## config.mk

```make
export PLATFORM = sky130hd
export DESIGN_NAME = instr_fetch_ctrl
export DESIGN_NICKNAME = d
export VERILOG_FILES = /design/src/rtl/isa_pkg.sv /design/src/rtl/opcode_decode.sv /design/src/rtl/instr_fetch_ctrl.sv
export SDC_FILE = /design/constraint.sdc
export NUM_CORES = 1
export LEC_CHECK = 0
export BUFFER_PORTS_ARGS = -buffer_cell sky130_fd_sc_hd__buf_2
export CAP_MARGIN = 10
export CORE_ASPECT_RATIO = 0.6
export CORE_MARGIN = 10
export CORE_UTILIZATION = 35
export DETAILED_ROUTE_END_ITERATION = 8
export PLACE_DENSITY_LB_ADDON = 0.08
export SYNTH_ARGS = -nofsm -noshare
export SYNTH_HDL_FRONTEND = slang
export SYNTH_SLANG_ARGS = --single-unit
```

## constraint.sdc

```tcl
create_clock -name Clk -period 2.1 [get_ports Clk]
set_clock_uncertainty 0.15 [all_clocks]
set_input_delay 0.21 -clock Clk [delete_from_list [all_inputs] [get_ports Clk]]
set_output_delay 0.21 -clock Clk [all_outputs]
set_load 0.03 [all_outputs]
```

## src/rtl/isa_pkg.sv

```systemverilog
// Shared ISA definitions for the fetch/decode controller and Imm_Gen:
// controller state encoding, opcode constants and immediate-format selects.
package isa_pkg;

  typedef enum logic [1:0] {
    ST_FETCH  = 2'd0,
    ST_DECODE = 2'd1,
    ST_EXEC   = 2'd2,
    ST_HALT   = 2'd3
  } state_e;

  localparam logic [3:0] OP_RTYPE = 4'h0;
  localparam logic [3:0] OP_ADDI  = 4'h1;
  localparam logic [3:0] OP_LW    = 4'h2;
  localparam logic [3:0] OP_SW    = 4'h3;
  localparam logic [3:0] OP_BEQ   = 4'h4;
  localparam logic [3:0] OP_JMP   = 4'h5;
  localparam logic [3:0] OP_HLT   = 4'hF;

  localparam logic [1:0] IMM_I = 2'b00;
  localparam logic [1:0] IMM_S = 2'b01;
  localparam logic [1:0] IMM_B = 2'b10;
  localparam logic [1:0] IMM_J = 2'b11;

  function automatic logic [3:0] opcode_of(input logic [15:0] word);
    return word[15:12];
  endfunction

endpackage

```

## src/rtl/opcode_decode.sv

```systemverilog
// Combinational opcode classifier: immediate format, halt and illegal flags.
module opcode_decode
  import isa_pkg::*;
(
  input  logic [3:0] opcode,
  output logic [1:0] imm_sel,
  output logic       is_halt,
  output logic       is_illegal
);

  always_comb begin
    imm_sel    = IMM_I;
    is_halt    = 1'b0;
    is_illegal = 1'b0;
    case (opcode)
      OP_RTYPE, OP_ADDI, OP_LW: imm_sel = IMM_I;
      OP_SW:                    imm_sel = IMM_S;
      OP_BEQ:                   imm_sel = IMM_B;
      OP_JMP:                   imm_sel = IMM_J;
      OP_HLT:                   is_halt = 1'b1;
      default:                  is_illegal = 1'b1;
    endcase
  end

endmodule

```

## src/rtl/instr_fetch_ctrl.sv

```systemverilog
// Multi-cycle FETCH -> DECODE -> EXEC controller owning PC and IR, with
// req/rdy instruction-memory handshake, fetch timeout and sticky HALT.
module instr_fetch_ctrl
  import isa_pkg::*;
#(
  parameter logic [15:0] RESET_PC = 16'h0000,
  parameter int          TIMEOUT  = 15
) (
  input  logic        Clk,
  input  logic        Rst_n,
  output logic        Imem_Req,
  output logic [15:0] Imem_Addr,
  input  logic        Imem_Rdy,
  input  logic [15:0] Imem_Data,
  output logic [15:0] Instr,
  output logic [1:0]  Imm_Sel,
  output logic [15:0] Pc_Cur,
  output logic [15:0] Pc,
  output logic        Dec_Valid,
  input  logic        Exec_Done,
  input  logic        Pc_Load,
  input  logic [15:0] Pc_Target,
  output logic        Illegal,
  output logic        Halted,
  output logic        Fetch_Err
);

  localparam logic [7:0] TIMEOUT_CNT = 8'(TIMEOUT);

  state_e      state_q, state_d;
  logic [15:0] pc_q, pc_d;
  logic [15:0] ir_q, ir_d;
  logic [1:0]  imm_sel_q, imm_sel_d;
  logic [15:0] pc_cur_q, pc_cur_d;
  logic [7:0]  tmo_cnt_q, tmo_cnt_d;
  logic        fetch_err_q, fetch_err_d;

  logic [3:0]  dec_opcode;
  logic [1:0]  dec_imm_sel;
  logic        dec_is_halt;
  logic        dec_is_illegal;

  // In FETCH the decoder looks at the incoming word so Imm_Sel is loaded
  // together with IR; afterwards it classifies the held IR for DECODE.
  assign dec_opcode = (state_q == ST_FETCH) ? opcode_of(Imem_Data) : opcode_of(ir_q);

  opcode_decode u_opcode_decode (
    .opcode     (dec_opcode),
    .imm_sel    (dec_imm_sel),
    .is_halt    (dec_is_halt),
    .is_illegal (dec_is_illegal)
  );

  always_comb begin
    state_d     = state_q;
    pc_d        = pc_q;
    ir_d        = ir_q;
    imm_sel_d   = imm_sel_q;
    pc_cur_d    = pc_cur_q;
    tmo_cnt_d   = tmo_cnt_q;
    fetch_err_d = fetch_err_q;
    case (state_q)
      ST_FETCH: begin
        if (Imem_Rdy) begin
          ir_d      = Imem_Data;
          imm_sel_d = dec_imm_sel;
          pc_cur_d  = pc_q;
          pc_d      = pc_q + 16'd1;
          tmo_cnt_d = '0;
          state_d   = ST_DECODE;
        end else begin
          tmo_cnt_d = tmo_cnt_q + 8'd1;
          if (tmo_cnt_q + 8'd1 == TIMEOUT_CNT) begin
            fetch_err_d = 1'b1;
            state_d     = ST_HALT;
          end
        end
      end
      ST_DECODE: state_d = dec_is_halt ? ST_HALT : ST_EXEC;
      ST_EXEC: begin
        if (Exec_Done) begin
          if (Pc_Load) pc_d = Pc_Target;
          state_d = ST_FETCH;
        end
      end
      ST_HALT: state_d = ST_HALT;
      default: state_d = ST_HALT;
    endcase
  end

  always_ff @(posedge Clk or negedge Rst_n) begin
    if (!Rst_n) begin
      state_q     <= ST_FETCH;
      pc_q        <= RESET_PC;
      ir_q        <= 16'h0000;
      imm_sel_q   <= IMM_I;
      pc_cur_q    <= 16'h0000;
      tmo_cnt_q   <= '0;
      fetch_err_q <= 1'b0;
    end else begin
      state_q     <= state_d;
      pc_q        <= pc_d;
      ir_q        <= ir_d;
      imm_sel_q   <= imm_sel_d;
      pc_cur_q    <= pc_cur_d;
      tmo_cnt_q   <= tmo_cnt_d;
      fetch_err_q <= fetch_err_d;
    end
  end

  // Gating with Rst_n drops the request the instant reset asserts.
  assign Imem_Req  = Rst_n && (state_q == ST_FETCH);
  assign Imem_Addr = pc_q;
  assign Instr     = ir_q;
  assign Imm_Sel   = imm_sel_q;
  assign Pc_Cur    = pc_cur_q;
  assign Pc        = pc_q;
  assign Dec_Valid = (state_q == ST_DECODE);
  assign Illegal   = (state_q == ST_DECODE) && dec_is_illegal;
  assign Halted    = (state_q == ST_HALT);
  assign Fetch_Err = fetch_err_q;

endmodule

```

==> impl_metrics.ini <==
[drt]
dr.first_iter.drc_count = 204
vias = 3004
ant_nets = 0
totalWireLength_microns = 9910
post_drt_via_cell_ratio = 4.90
detail_route.drc_violations = 0
wl_per_cell_microns = 16.2
drtPass1Iterations = 4

[place]
dpl.hpwl_microns = 6770
io_buffers = 107
place_inst = 568
dp_slack_ns = 0.111
dpl_cell_area_sq_um = 3690
finalWeightedCongestion = 0.789

[synth]
synth_ff_type = dfrtp_1
netlist_top_cells_count = nand2_1 (122), dfrtp_1 (61), a21oi_1 (27)
mappedNetlistNets = 413
synth_edf_count = 0
yosys_warnings = 0
yosysTopAreaCell = dfrtp_1
synth-seq-cells = 61
async_flop_share_pct = 100
synth_area_leaders = dfrtp_1 (49%), nand2_1 (15%), a21oi_1 (4.3%), buf_4 (4.1%), o21ai_0 (4.0%)
syn_avg_cell_area_sq_um = 8.34
syn-cell-area_sq_um = 3110
yosysSeqAreaShare_pct = 49.1
synth_most_common_cell = nand2_1
syn_inst = 373
synth_cell_types = 43
yosysTopAreaCellShare_pct = 49.1

[floorplanning]
boundaryPins = 108
die_h_microns = 93.0
die_x_microns = 142
rows = 26
die_area_sq_um = 13200
start_util_pct = 36.2
core_area_sq_um = 8590

[sta]
setup_viol = 0
tightest_slew_ns = 0.800
slew_viol_final = 0
period_needed_ns = 1.99
slew_headroom_pct = 46.7
max_freq_mhz = 501
hold_viol = 0
worst_slack_ns = 0.105
fin_crit_sh_pct = 95.0

[layout]
nets = 536
num_antenna_cells = 0
instances_no_fill = 613
finish.utilization_pct = 50.1
drive_above_1_share_pct = 30.7
finish.instance_area_sq_um = 4300
area_delta_synth_final_pct = 38.2

[clocking]
numClockSinks = 61
clkTransAtPathRegs_ns = 0.05
cts_buffer_depth = 2
clock_latency_ns = 0.33
tritoncts = done
clock_tree.root_cell = clkbuf_16
cts_buffers = 9
htreeDepth = 3

[worst_setup_path]
worst_ep_required_time_ns = 1.74
worst-setup-path-type = flop to output port
worst_ep_arrival_time_ns = 1.63
r2r_start = tmo_cnt_q[1]
cp-start-kind = flop
rr_worst_depth = 6
reg2reg_slack_ns = 0.13
cp-end-kind = output port
r2r-end = state_q[1]
critPathMaxFanout = 6

[power_and_ir_drop]
power_leakage_nw = 2.20
power.density_nw_per_um2 = 1820
peakVddDrop_mv = 0.773

[global_route]
grt_pass1_vias = 3040
grt_pass1_wl_microns = 16200
grt_max_degree = 62
antenna_found_initial = 0
grt_overflow = 0
grt.total_usage_pct = 15.3

[min_path]
min_path_cells = 4
holdCritPathClass = input pin to flop
holdPathEnd = state_q[1]
min_from = Exec_Done

[status]
status = finished, final reports clean

[run]
maxCapViolCount = 0
==> per-stage QoR <==
step	TNS [ns]	hold slack (ns)	total power, mW
global route	-0.00392	0.0362	8.42
finish	0	0.0323	7.84
CTS	0	0.0205	7.77
detailed placement	0	0.251	6.07
global placement	0	0.248	6.02
floorplan	0	-0.236	4.95
==> registers in the layout, indices dropped and copies added (netlist names) <==
name and cells:
Imem_Addr 16, Imm_Sel 2, Pc_Cur 16, Fetch_Err 1, state_q 2, tmo_cnt_q 8
Instr 16
==> critical path: stages (launching register included) <==
cell and delay (ns):
dfrtp_2 0.44, or2_4 0.27, nand3b_1 0.08, o21ai_0 0.09
a22oi_1 0.19, nor2b_1 0.06, buf_2 0.17
==> cell families (layout without fill, tap and decap cells) <==
logic type	Yosys count	in the layout	synth area share, %
AOI/OAI and AO/OA	80	80	15.2
xor gates and xnor gates	2	2	0.563
adders and majority gates	3	3	1.21
buffers and inverters	40	168	7.48
DFF	61	61	49.1
muxes	1	1	0.322
and+or+nand+nor	186	186	26.1
==> per-layer routing <==
| metal | part of all wire, % | up-vias | track usage (%) |
|---|---|---|---|
| met5 | 0 | - | 0 |
| met2 | 41 | 98 | 21.2 |
| met1 | 49 | 1399 | 20.5 |
| met4 | 1.0 | 0 | 4.49 |
| li1 | - | 1498 | - |
| met3 | 9.3 | 9 | 7.47 |
==> worst max path at each step <==
stage               slack (ns)    endpoint    startpoint
floorplan                 0.05     Illegal    state_q[0]
finish                    0.11     Illegal    state_q[1]
global placement          0.14  state_q[1]  tmo_cnt_q[1]
global route            -0.004  state_q[1]  tmo_cnt_q[1]
CTS                       0.02     Illegal    state_q[0]
detailed placement        0.11  state_q[1]  tmo_cnt_q[1]
==> power by group <==
part,total [mW],switching [mW],internal (mW)
Clock,1.62,0.524,1.10
Sequential,2.19,0.495,1.70
Combinational,4.03,2.72,1.31
Total,7.84,3.74,4.10
==> what timing repair did <==
action | 4_1_cts | 5_1_grt
endpoints found under the hold margin | 75 | 0
setup buffers | 0 | 10
hold buffers | 19 | 0
pin swaps | 0 | 1
endpoints found under the setup margin | 1 | 5
gates resized for setup | 3 | 4
==> cell usage in the layout (no fill, tap or decap), types with 3 or more instances in the layout <==
master	n
dfrtp_1	59
and2_1	3
nor3_1	4
and3_1	4
o31ai_1	5
o22ai_1	5
inv_1	3
nand2_1	122
nand3_1	15
buf_2	107
or3_1	4
a2bb2oi_1	3
a21oi_1	27
a31oi_1	4
nand2b_1	4
nor2b_1	3
buf_4	19
o21ai_0	25
clkbuf_16	9
dlygate4sd3_1	19
a22o_1	3
nor2_1	13
==> area by class of cell <==
| class | count | area (sq um) |
|---|---|---|
| clock buffers | 12 | 256 |
| clock inverters | 4 | 70.1 |
| fillers | 834 | 4290 |
| inverters | 3 | 11.3 |
| multi-input cells | 272 | 1370 |
| flip-flops and latches | 61 | 1530 |
| well taps | 112 | 140 |
| repair buffers | 149 | 926 |
(Power assumes the default switching activity.)
